### config.mk
export PLATFORM = sky130hd
export DESIGN_NAME = cdb_arbiter
export DESIGN_NICKNAME = d
export VERILOG_FILES = /design/src/rtl/cdb_arbiter.sv
export SDC_FILE = /design/constraint.sdc
export NUM_CORES = 1
export LEC_CHECK = 0
export CORE_MARGIN = 3
export CORE_UTILIZATION = 45
export CTS_BUF_LIST = sky130_fd_sc_hd__clkbuf_16
export DETAILED_ROUTE_END_ITERATION = 8
export DONT_BUFFER_PORTS = 1
export HOLD_SLACK_MARGIN = 0.05
export SYNTH_ARGS = -nofsm -noshare
export SYNTH_HDL_FRONTEND = slang
export SYNTH_SLANG_ARGS = --single-unit
export TNS_END_PERCENT = 20
### constraint.sdc
create_clock -name clk -period 5.2 [get_ports clk]
set_input_delay 1.04 -clock clk [delete_from_list [all_inputs] [get_ports clk]]
set_output_delay 1.04 -clock clk [all_outputs]
set_load 0.005 [all_outputs]
### src/rtl/cdb_arbiter.sv
// Common data bus arbiter: rotating round-robin grant of up to CDB_PORTS
// execute-unit writeback packets per cycle onto registered broadcast lanes.

package cdb_arbiter_pkg;
    typedef struct packed {
        logic        is_valid;
        logic [5:0]  dest_reg;
        logic [31:0] result;
    } writeback_packet_t;
endpackage

module cdb_arbiter
    import cdb_arbiter_pkg::*;
#(
    parameter int unsigned NUM_SRC   = 4,
    parameter int unsigned CDB_PORTS = 2
) (
    input  logic                                clk,
    input  logic                                rst,
    input  logic                                flush,
    input  writeback_packet_t [NUM_SRC-1:0]     fu_result,
    output logic [NUM_SRC-1:0]                  fu_cdb_gnt,
    output writeback_packet_t [CDB_PORTS-1:0]   cdb,
    output logic                                cdb_busy
);

    localparam int unsigned PTR_W = (NUM_SRC > 1) ? $clog2(NUM_SRC) : 1;
    localparam int unsigned CNT_W = $clog2(NUM_SRC + 1);

    logic [PTR_W-1:0]                  r_rr_ptr;
    writeback_packet_t [CDB_PORTS-1:0] r_cdb;
    logic                              r_busy;

    logic                              w_arb_en;
    logic [NUM_SRC-1:0]                w_gnt;
    logic [PTR_W-1:0]                  w_lane_src [CDB_PORTS];
    logic [CDB_PORTS-1:0]              w_lane_used;
    logic [PTR_W-1:0]                  w_next_ptr;
    logic [CNT_W-1:0]                  w_req_cnt;
    logic [CNT_W-1:0]                  w_gnt_cnt;
    logic                              w_dup;

    // Grants are suppressed during reset and flush; requests are still counted.
    assign w_arb_en = !rst && !flush;

    // Scan sources from rr_ptr with wrap; the k-th requester found takes lane k.
    always_comb begin
        int unsigned v_pos;
        logic [PTR_W-1:0] v_idx;
        w_gnt       = '0;
        w_lane_used = '0;
        w_next_ptr  = r_rr_ptr;
        w_req_cnt   = '0;
        w_gnt_cnt   = '0;
        v_pos       = 0;
        v_idx       = '0;
        for (int unsigned k = 0; k < CDB_PORTS; k++) begin
            w_lane_src[k] = '0;
        end
        for (int unsigned j = 0; j < NUM_SRC; j++) begin
            v_pos = 32'(r_rr_ptr) + j;
            if (v_pos >= NUM_SRC) begin
                v_pos = v_pos - NUM_SRC;
            end
            v_idx = PTR_W'(v_pos);
            if (fu_result[v_idx].is_valid) begin
                w_req_cnt = w_req_cnt + 1'b1;
                if (w_arb_en && (w_gnt_cnt < CNT_W'(CDB_PORTS))) begin
                    w_gnt[v_idx] = 1'b1;
                    for (int unsigned k = 0; k < CDB_PORTS; k++) begin
                        if (w_gnt_cnt == CNT_W'(k)) begin
                            w_lane_src[k]  = v_idx;
                            w_lane_used[k] = 1'b1;
                        end
                    end
                    w_next_ptr = (v_pos == NUM_SRC - 1) ? '0 : PTR_W'(v_pos + 1);
                    w_gnt_cnt  = w_gnt_cnt + 1'b1;
                end
            end
        end
    end

    // Register granted packets onto the lanes and advance the rotation pointer.
    always_ff @(posedge clk or posedge rst) begin
        if (rst) begin
            r_cdb    <= '0;
            r_rr_ptr <= '0;
            r_busy   <= 1'b0;
        end else if (flush) begin
            r_cdb <= '0;
        end else begin
            for (int unsigned k = 0; k < CDB_PORTS; k++) begin
                r_cdb[k] <= w_lane_used[k] ? fu_result[w_lane_src[k]] : '0;
            end
            r_rr_ptr <= w_next_ptr;
            r_busy   <= (w_req_cnt > w_gnt_cnt);
        end
    end

    assign fu_cdb_gnt = w_gnt;
    assign cdb        = r_cdb;
    assign cdb_busy   = r_busy;

    // Detect two valid lanes broadcasting the same destination tag.
    always_comb begin
        w_dup = 1'b0;
        for (int unsigned a = 0; a < CDB_PORTS; a++) begin
            for (int unsigned b = a + 1; b < CDB_PORTS; b++) begin
                if (r_cdb[a].is_valid && r_cdb[b].is_valid &&
                    (r_cdb[a].dest_reg == r_cdb[b].dest_reg)) begin
                    w_dup = 1'b1;
                end
            end
        end
    end

    a_gnt_limit: assert property (@(posedge clk) disable iff (rst)
        $countones(fu_cdb_gnt) <= CDB_PORTS);

    a_unique_dest: assert property (@(posedge clk) disable iff (rst) !w_dup);

endmodule

Word level (Yosys, flattened, before mapping)
Cells that the tools add are included.
Cells by class
  $add $sub $neg: 17
  order comparisons: 18
  equal/unequal tests: 7
  multiplexer cells: 87
  bitwise operators: 3
  reductions and logical operators: 13
Operators by type and width (count)
  $bmux W39 S2: 6
  $mux W39: 8
  $eq A32 B2 Y1 const B: 4
  $mux W32: 4
  $mux W78: 1
  $mux W4: 14
  $mux W2: 26
  $mux W3: 9
  $add A3 B1 Y3 const B: 6
  $lt A2 B3 Y1 const B: 6
  $mux W1: 15
  $or A4 B4 Y4: 3
  $sub A3 B3 Y4 const B: 3
  $eq A3 B1 Y1 const B: 3
  $ge A3 B3 Y1 const B: 3
  $logic_not A3 Y1: 3
  $lt A3 B2 Y1 const B: 3
  $add A2 B1 Y2 const B: 4
  $demux W1 S2: 4
  $ge A2 B1 Y1 const B: 4
  $logic_and A1 B1 Y1: 8
  $add A2 B2 Y3 const B: 2
  $sub A2 B3 Y4 const B: 1
  $add A2 B1 Y3 const B: 1
  3 further kinds: 4
Word-level totals
  flip-flop bits (word level): 81
  bits of input ports: 159
  output and inout port bits: 83
  word-level logic and storage cells: 153

Depth between registers and ports, before layout
Gate-level depths: netlist of run 1.
  depth in word-level cells: 21
  mapped depth: 18
  depth with buffers taken out: 16

Worst setup path after synthesis of run 1
No wires, ideal clock.
  path type: flip-flop to output port
  from: reg r_rr_ptr[0]
  to: out fu_cdb_gnt[0]
  arrival: 3.631 ns
  data required time: 4.160 ns
  slack: 0.529 ns
  cell stages (with the launch flop): 14
  path buffers: 3
  cell sequence: dfrtp_1 buf_2 buf_1 inv_1 ha_1 mux4_2 xor2_1 nand2_1 inv_1 ha_1 a22o_1 a211oi_4 clkbuf_1 a221o_1
Between the ends
  word-level cells in the longest chain between the ends: 17
  elaborated cells on any way between the ends: 67
  classes of those cells: 9 x add/sub; 15 x order compare; 33 x mux; 3 x bitwise; 7 x reduce/logical
RTL lines
  from (decl): line 30  | logic [PTR_W-1:0] r_rr_ptr;
  from (signal assigned): line 95  | r_rr_ptr <= w_next_ptr;
  $sub A2 B3 Y4 or $ge A2 B3 Y1 (tied branches): line 63, 62
  $mux W32: line 62  | if (v_pos >= NUM_SRC) begin
  $bmux W39 S2, or another cell as far along: line 66  | if (fu_result[v_idx].is_valid) begin
  $mux W39 (not written as such) or $logic_and A1 B1 Y1 (tied branches): line 66, 69
  $mux W1 (on tied branches): line 66, 69
  $lt A3 B2 Y1 or $demux W1 S2 (tied branches): line 68, 69
  $logic_and A1 B1 Y1 or $mux W4 (tied branches): line 68  | if (w_arb_en && (w_gnt_cnt < CNT_W'(CDB_PORTS))) begin
  $mux W3 or $mux W4 (tied branches): line 68, 66
  $mux W3 or $or A4 B4 Y4 (tied branches)
  $lt A3 B2 Y1 or $mux W4 (tied branches): line 68
  $logic_and A1 B1 Y1 or $mux W4 (tied branches): line 68, 66
  $mux W3 or $or A4 B4 Y4 (tied branches)
  $mux W3 or $mux W4 (tied branches): line 66, 68
  $lt A3 B2 Y1 or $mux W4 (tied branches): line 68, 66
  $logic_and A1 B1 Y1 or $or A4 B4 Y4 (tied branches)
  $mux W4: line 68
  $mux W4 (*): line 66
  to (decl): line 22  | output logic [NUM_SRC-1:0] fu_cdb_gnt,
Mark *: on every way between the ends. The rest lies on a longest branch, timed or not. The select of a mux whose other input is x is not followed.

Final worst setup path of run 1
  from: reg r_rr_ptr[1]
  to: out fu_cdb_gnt[2]
The elaborated chain is that of the path after synthesis.

==> results.sh, run 1 <==
export IMPL_outcome="completed"
export IMPL_clk_pin_slew_ns=0.06
export IMPL_tns_ns=0
export IMPL_slew_headroom_pct=52.0
export IMPL_timing_fmax_mhz=203
export IMPL_synth_edff_count=0
export IMPL_end_kind="primary output"
export IMPL_cp_data_required_time_ns=4.16
export IMPL_io_buffers=0
export IMPL_vdd_drop_max_mv=0.378
export IMPL_whs_ns=0.517
export IMPL_yosysMostFrequentCell="mux2i_1"
export IMPL_ctsRootBufferMaster="clkbuf_16"
export IMPL_syn_nets=658
export IMPL_cp_start_kind="flip-flop"
export IMPL_fin_cells=613
export IMPL_drt_iter0_markers=248
export IMPL_power_leakage_uw=0.00285
export IMPL_drtAntennaViolNets=0
export IMPL_finalSetupViolCount=0
export IMPL_row_count=38
export IMPL_hold_buffers=0
export IMPL_start_util_pct=47.2
export IMPL_worstSetupPathType="flip-flop to primary output"
export IMPL_post_route_period_util_pct=94.9
export IMPL_crit_path_max_incr_delay_ns=0.65
export IMPL_grt_pass1_vias=4420
export IMPL_place_ws_ns=0.283
export IMPL_final_hold_violation_count=0
export IMPL_max_cap_violations=0
export IMPL_postRouteWirelength_um=15600
export IMPL_slowest_stage="mux4_2"
export IMPL_power_density_nw_per_um2=567
export IMPL_grt_max_degree=44
export IMPL_cp_top_family="compound AO/OA/AOI/OAI gates"
export IMPL_cts_made_buffers=9
export IMPL_synthCells=480
export IMPL_numClockSinks=81
export IMPL_htree_levels=3
export IMPL_path_buf_inv=3
export IMPL_finalCriticalPeriod_ns=4.93
export IMPL_netlist_area_um2=5250
export IMPL_dpl_cell_count=594
export IMPL_clock_tree_buffer_depth=2
export IMPL_post_drt_wl_per_cell_um=25.5
export IMPL_yosys_area_top_type="dfrtp_1"
export IMPL_overflow=0
export IMPL_antenna_found_initial=0
export IMPL_die_area_um2=13000
export IMPL_ys_top_cells_by_count="mux2i_1 (157), dfrtp_1 (81), o22ai_1 (79), ha_1 (19), buf_2 (18)"
export IMPL_hp_class="flip-flop to flip-flop"
export IMPL_place_congestion=0.856
export IMPL_io_pins=242
export IMPL_cpMostUsedCell="inv_1"
export IMPL_nNetsFinal=646
export IMPL_worst_slew_pin_slew_ns=0.718
export IMPL_route_detailed_drc=0
export IMPL_dieWidth_um=114
export IMPL_cts_tree="done"
export IMPL_antennaDiodeCount=0
export IMPL_dp_hpwl_um=11200
export IMPL_die_h_um=114
export IMPL_report_final_slew_viol_count=0
export IMPL_grt_util_all_layers_pct=23.6
export IMPL_fin_skew_ns=0.00612
export IMPL_synth_top_area_share_pct=38.6
export IMPL_yosysSeqAreaShare_pct=38.6
export IMPL_grt_setup_unrepaired="false"
export IMPL_async_flop_share_pct=100
export IMPL_path_cells="inv_1 > ha_2 > mux4_2 > xor2_1 > nand2_1 > inv_1 > ha_1 > a22o_1 > a211oi_4 > buf_4 > a221o_1"
export IMPL_yosysWarnings=0
export IMPL_path_max_fanout=12
export IMPL_ys_types=41
export IMPL_drive_above_1_share_pct=9.51
export IMPL_grt_pass1_wl_um=23900
export IMPL_vias=3974
export IMPL_finish_utilization_pct=51.2
export IMPL_area_growth_pct=8.56
export IMPL_via_per_inst=6.48
export IMPL_setup_slack_ns=0.265
export IMPL_design_core_area_um2=11100
export IMPL_drt_pass1_iter_count=6
export IMPL_syn_area_per_cell_um2=10.9
export IMPL_synth_ff_type="dfrtp_1"
export IMPL_synthTopCellsByArea="dfrtp_1 (39%), mux2i_1 (30%), o22ai_1 (9.4%)"
export IMPL_clk_latency_ns=0.34
export IMPL_crit_arrival_ns=3.89
export IMPL_ys_ff_latch=81
## cell usage in the layout, fill, tap and decap left out, drive strengths merged, types with 2 or more instances in the layout
cell	n
mux2i	157
dfrtp	81
o22ai	79
ha	19
buf	18
nor2	14
inv	13
nand2	12
a21oi	9
o21ai	9
clkbuf	9
a22oi	5
mux4	4
xor2	4
nand3	4
a221o	4
clkinv	4
and2	3
and3	2
a21o	2
nor2b	2
a211oi	2
## timing repair
action                                  CTS  global route
endpoints found under the setup margin    4             4
setup buffers                             0             3
resized for setup                         1             1
## worst min-delay path: cells and delay by family (launching register included)
kind            cells  cell delay, ns
simple gates        1            0.05
flops               1            0.36
compound gates      1            0.07
## registers in the layout, summed over array words and instances (netlist names)
| signal | flops |
|---|---|
| cdb | 78 |
| r_rr_ptr | 2 |
| cdb_busy | 1 |
## worst paths after layout
kind | from | endpoint | slack [ns] | cells past startpoint
worst max-delay path | r_rr_ptr[1] | fu_cdb_gnt[2] | 0.27 | 11
worst min-delay path | cdb_busy | cdb_busy | 0.52 | 2
worst max register to register | r_rr_ptr[1] | cdb[56] | 0.55 | 14
worst min register to register | cdb_busy | cdb_busy | 0.52 | 2
max in group asynchronous | rst | cdb[64] | 3.51 | 2
min in group asynchronous | rst | r_rr_ptr[0] | 0.67 | 1
## final cells by class
cell class | count | area (um2)
multi-input cells | 347 | 2970
repair buffers | 18 | 198
inverters | 11 | 42.5
fillers | 994 | 5430
well taps | 140 | 175
flip-flops and latches | 81 | 2030
clock buffers | 9 | 225
clock inverters | 7 | 61.3
## logic make-up after synthesis
| family | Yosys count | synth area share, % |
|---|---|---|
| XOR/XNOR | 5 | 0.834 |
| flip-flops | 81 | 38.6 |
| AO/OA/AOI/OAI | 120 | 15.2 |
| adder cells (fa/ha/maj) | 19 | 4.53 |
| AND/OR/NAND/NOR | 41 | 3.58 |
| multiplexers | 162 | 31.9 |
| buffers and inverters | 52 | 5.36 |
## through the flow
stage                     total power (uW)  area, um2
final                                 3230       5700
after global routing                  3440       5700
after CTS                             3240       5670
after detailed placement              2590       5380
after global placement                2540       5380
after floorplan                       2230       5250
## layer usage
layer	global-route usage [%]	wire length, um	vias to the layer above
li1	-	-	1797
met1	27.5	5720	1942
met2	39.3	8070	197
met3	7.85	1340	38
met4	10.6	496	0
met5	0	0	-
## where the power goes
group	internal [uW]	switching (uW)	total, uW
clock	368	265	633
sequential	832	144	976
combinational	731	892	1620
Power figures use the tool's default switching activity.
==> inputs of run 2 (changes only) <==
clock period = 6.2 ns   (was 5.2 ns; I/O delays follow)
==> run 2 against run 1 <==
- utilization down 0.58 points
- routed wire length down 2.2%
- critical path depth unchanged
- largest cell class unchanged
- sequential power down 15%
- first-iteration DRC count up 5.2%
- clock skew up 0.00087 ns
- register-to-register slack better by 0.24 ns
- highest routed layer unchanged
- critical endpoint is now fu_cdb_gnt[1]
- largest power group unchanged
==> results.sh, run 2 (synthesis gave the netlist of run 1 again) <==
export IMPL_overflow=0
export IMPL_final_common_cell="mux2i_1"
export IMPL_cts_made_buffers=9
export IMPL_dp_hpwl_um=11100
export IMPL_drt_iter0_markers=261
export IMPL_finalCriticalPeriod_ns=5.64
export IMPL_grt_util_all_layers_pct=22.9
export IMPL_worstSetupPathType="flip-flop to primary output"
export IMPL_area_growth_pct=7.32
export IMPL_drt_pass1_iter_count=4
export IMPL_clk_latency_ns=0.33
export IMPL_ff2ff_setup_slack_ns=0.79
export IMPL_final_hold_violation_count=0
export IMPL_fin_skew_ns=0.00699
export IMPL_route_detailed_drc=0
export IMPL_max_cap_violations=0
export IMPL_timing_rr_start="r_rr_ptr[0]"
export IMPL_io_buffers=0
export IMPL_antenna_found_initial=0
export IMPL_hold_buffers=0
export IMPL_grt_max_degree=51
export IMPL_tns_ns=0
export IMPL_grt_pass1_wl_um=23300
export IMPL_place_congestion=0.824
export IMPL_postRouteWirelength_um=15300
export IMPL_clk_pin_slew_ns=0.06
export IMPL_r2r_end="cdb[20]"
export IMPL_htree_levels=3
export IMPL_final_cell_mix="mux2i_1 (156), dfrtp_1 (81), o22ai_1 (79), ha_1 (19), nor2_1 (14)"
export IMPL_dieWidth_um=114
export IMPL_r2r_cells=15
export IMPL_die_h_um=114
export IMPL_end_kind="primary output"
export IMPL_outcome="completed"
export IMPL_worst_slew_pin_slew_ns=0.722
export IMPL_vdd_drop_max_mv=0.268
export IMPL_cts_tree="done"
export IMPL_timing_fmax_mhz=177
export IMPL_post_cts_buffers=0
export IMPL_post_route_period_util_pct=91.0
export IMPL_antennaDiodeCount=0
export IMPL_vias=3937
export IMPL_via_per_inst=6.48
export IMPL_design_core_area_um2=11100
export IMPL_path_max_fanout=19
export IMPL_largest_reg_flops=78
export IMPL_grt_pass1_vias=4375
export IMPL_clock_tree_buffer_depth=2
export IMPL_report_final_slew_viol_count=0
export IMPL_nNetsFinal=641
export IMPL_drtAntennaViolNets=0
export IMPL_finalSetupViolCount=0
export IMPL_holdPathEnd="cdb_busy"
export IMPL_cts_resized=0
export IMPL_hold_depth=2
export IMPL_cp_data_required_time_ns=4.96
export IMPL_slew_headroom_pct=51.8
export IMPL_post_drt_wl_per_cell_um=25.1
export IMPL_drive_above_1_share_pct=8.12
export IMPL_start_util_pct=47.2
export IMPL_grt_setup_unrepaired="false"
export IMPL_crit_arrival_ns=4.40
export IMPL_io_pins=242
export IMPL_row_count=38
export IMPL_power_density_nw_per_um2=478
export IMPL_ctsRootBufferMaster="clkbuf_16"
export IMPL_dpl_cell_area_um2=5320
export IMPL_fillers=1016
export IMPL_cp_start_kind="flip-flop"
export IMPL_hp_class="flip-flop to flip-flop"
export IMPL_numClockSinks=81
export IMPL_min_from="cdb_busy"
export IMPL_die_area_um2=13000
export IMPL_power_leakage_uw=0.00281
export IMPL_final_area_um2=5630
## run 2: worst max-delay path by stage
stage	from	endpoint	slack (ns)	depth (start not counted)
after global placement	r_rr_ptr[0]	cdb[13]	1.07	15
after floorplan	r_rr_ptr[0]	fu_cdb_gnt[0]	1.33	13
after detailed placement	r_rr_ptr[0]	cdb[20]	0.86	15
after CTS	r_rr_ptr[0]	fu_cdb_gnt[3]	0.57	11
final	r_rr_ptr[0]	fu_cdb_gnt[1]	0.56	11
after global routing	r_rr_ptr[0]	fu_cdb_gnt[0]	0.23	11
## run 2: routing by layer
| layer | wire [um] | track usage [%] |
|---|---|---|
| met3 | 1250 | 7.00 |
| met1 | 5650 | 26.5 |
| met4 | 297 | 8.87 |
| met2 | 8090 | 39.7 |
| met5 | 0 | 0 |
## run 2: stage by stage
| step | util (%) | instances | worst slack, ns | power, uW | hold slack (ns) |
|---|---|---|---|---|---|
| final | 50.6 | 608 | 0.555 | 2690 | 0.518 |
| after global placement | 47.8 | 592 | 1.07 | 2100 | 0.503 |
| after CTS | 50.6 | 608 | 0.574 | 2720 | 0.527 |
| after floorplan | - | 480 | 1.33 | 1870 | 0.474 |
| after global routing | 50.6 | 608 | 0.226 | 2880 | 0.578 |
| after detailed placement | 47.8 | 592 | 0.859 | 2140 | 0.512 |
## run 2: critical path, stage by stage, from the launching register on
cell and delay [ns]:
dfrtp_1 0.80, inv_1 0.24, ha_1 0.64, mux4_2 0.73, xor2_1 0.29, nand2_1 0.12
inv_1 0.11, ha_1 0.24, a22o_1 0.25, a211oi_4 0.20, buf_4 0.25, a221o_1 0.20
## run 2: final cells by class
class	count	area (um2)	area share, %
clock inverters	7	87.6	1.56
well taps	140	175	3.11
inverters	11	42.5	0.755
flip-flops and latches	81	2030	36.0
repair buffers	13	110	1.96
multi-input cells	347	2960	52.6
clock buffers	9	225	4.00
## run 2: report_power, final
part | switching [uW] | internal [uW] | leakage [uW]
clock network | 214 | 349 | 0.000154
logic | 724 | 572 | 0.00156
registers | 135 | 697 | 0.00109
total | 1070 | 1620 | 0.00281
==> inputs of run 3 (changes only) <==
CTS_BUF_LIST = not set   (was sky130_fd_sc_hd__clkbuf_16)
==> run 3 against run 2 <==
- routed wire length about the same
- combinational power about the same
- critical path depth unchanged
- utilization unchanged
- largest power group unchanged
==> results.sh, run 3 (synthesis gave the netlist of run 1 again) <==
export IMPL_report_final_slew_viol_count=0
export IMPL_final_common_cell="mux2i_1"
export IMPL_crit_arrival_ns=4.40
export IMPL_row_count=38
export IMPL_grt_util_all_layers_pct=22.9
export IMPL_finish_utilization_pct=50.6
export IMPL_antenna_found_initial=0
export IMPL_dieWidth_um=114
export IMPL_power_leakage_uw=0.00280
export IMPL_die_h_um=114
export IMPL_final_hold_violation_count=0
export IMPL_dp_hpwl_um=11100
export IMPL_via_per_inst=6.47
export IMPL_grt_max_degree=51
export IMPL_cts_resized=0
export IMPL_timing_fmax_mhz=177
export IMPL_postRouteWirelength_um=15300
export IMPL_p_sw_share_pct=39.8
export IMPL_overflow=0
export IMPL_area_growth_pct=7.32
export IMPL_min_from="cdb_busy"
export IMPL_cts_made_buffers=9
export IMPL_nNetsFinal=641
export IMPL_power_density_nw_per_um2=478
export IMPL_path_max_fanout=19
export IMPL_cp_startpoint="r_rr_ptr[0]"
export IMPL_r2r_cells=15
export IMPL_end_kind="primary output"
export IMPL_clk_pin_slew_ns=0.06
export IMPL_power_switching_uw=1070
export IMPL_p_clk_share_pct=21.0
export IMPL_post_drt_wl_per_cell_um=25.1
export IMPL_io_pins=242
export IMPL_design_core_area_um2=11100
export IMPL_max_cap_violations=0
export IMPL_ff2ff_setup_slack_ns=0.79
export IMPL_grt_setup_unrepaired="false"
export IMPL_post_route_period_util_pct=91.0
export IMPL_tns_ns=0
export IMPL_place_ws_ns=0.859
export IMPL_cts_tree="done"
export IMPL_pwr_share_comb_pct=48.1
export IMPL_die_area_um2=13000
export IMPL_numClockSinks=81
export IMPL_post_cts_buffers=0
export IMPL_cp_endpoint="fu_cdb_gnt[1]"
export IMPL_grt_pass1_vias=4375
export IMPL_setup_slack_ns=0.555
export IMPL_slew_headroom_pct=51.8
export IMPL_clk_latency_ns=0.33
export IMPL_ctsRootBufferMaster="clkbuf_16"
export IMPL_drt_pass1_iter_count=4
export IMPL_cp_start_kind="flip-flop"
export IMPL_finalCriticalPeriod_ns=5.64
export IMPL_vias=3932
export IMPL_outcome="completed"
export IMPL_fin_cells=608
export IMPL_seqPwrFrac_pct=30.9
export IMPL_timing_rr_start="r_rr_ptr[0]"
export IMPL_r2r_end="cdb[20]"
export IMPL_drive_above_1_share_pct=8.12
export IMPL_drtAntennaViolNets=0
export IMPL_route_detailed_drc=0
export IMPL_hp_class="flip-flop to flip-flop"
export IMPL_drt_iter0_markers=261
export IMPL_vdd_drop_max_mv=0.268
export IMPL_worstSetupPathType="flip-flop to primary output"
export IMPL_fin_skew_ns=0.00695
export IMPL_start_util_pct=47.2
export IMPL_p_int_uw=1620
export IMPL_place_congestion=0.824
export IMPL_largest_reg_flops=78
export IMPL_cp_data_required_time_ns=4.96
export IMPL_finalSetupViolCount=0
export IMPL_worst_slew_pin_slew_ns=0.722
export IMPL_antennaDiodeCount=0
export IMPL_htree_levels=3
export IMPL_grt_pass1_wl_um=23300
export IMPL_io_buffers=0
export IMPL_hold_buffers=0
export IMPL_clock_tree_buffer_depth=2
export IMPL_dpl_cell_count=592
export IMPL_p_total_uw=2690
export IMPL_final_cell_mix="mux2i_1 (156), dfrtp_1 (81), o22ai_1 (79), ha_1 (19), nor2_1 (14)"
-- run 3: changes by cell type in the layout (fill, tap and decap cells not counted) --
cell / change
clkbuf_1: +2
inv_1: -2
-- run 3: per-layer routing --
layer | wire length (um) | part of all wire, % | vias up | GRT usage (%)
li1 | - | - | 1783 | -
met1 | 5640 | 37 | 1963 | 26.5
met2 | 8080 | 53 | 165 | 39.7
met3 | 1260 | 8.2 | 21 | 7.00
met4 | 297 | 1.9 | 0 | 8.87
met5 | 0 | 0 | - | 0
-- run 3: area by class of cell --
class | instances | area [um2]
Inverter | 11 | 42.5
Clock buffer | 11 | 233
Multi-Input combinational cell | 347 | 2960
Fill cell | 1016 | 5490
Timing Repair Buffer | 13 | 110
Sequential cell | 81 | 2030
Clock inverter | 5 | 80.1
Tap cell | 140 | 175
-- run 3: power groups by stage --
stage,Combinational (uW),Sequential (uW),Clock [uW]
floorplan,1090,780,0
finish,1300,832,566
global placement,1250,851,0
CTS,1300,841,578
detailed placement,1300,846,0
global route,1430,853,597
-- run 3: stage by stage --
step	hold slack, ns	area (um2)
global placement	0.503	5320
floorplan	0.474	5250
finish	0.518	5630
CTS	0.527	5630
detailed placement	0.512	5320
global route	0.578	5630
-- run 3: critical path, cell delays in order (launching register included) --
cell and delay [ns]:
dfrtp_1 0.80, inv_1 0.24, ha_1 0.64, mux4_2 0.73
xor2_1 0.29, nand2_1 0.12, inv_1 0.11, ha_1 0.24
a22o_1 0.25, a211oi_4 0.20, buf_4 0.25, a221o_1 0.20
-- run 3: worst min-delay path by stage --
stage / slack (ns) / end / cells after the start
after CTS: 0.53 / cdb_busy / 2
final: 0.52 / cdb_busy / 2
after global routing: 0.58 / cdb_busy / 2
after floorplan: 0.47 / cdb_busy / 2
after global placement: 0.50 / cdb_busy / 2
after detailed placement: 0.51 / cdb_busy / 2
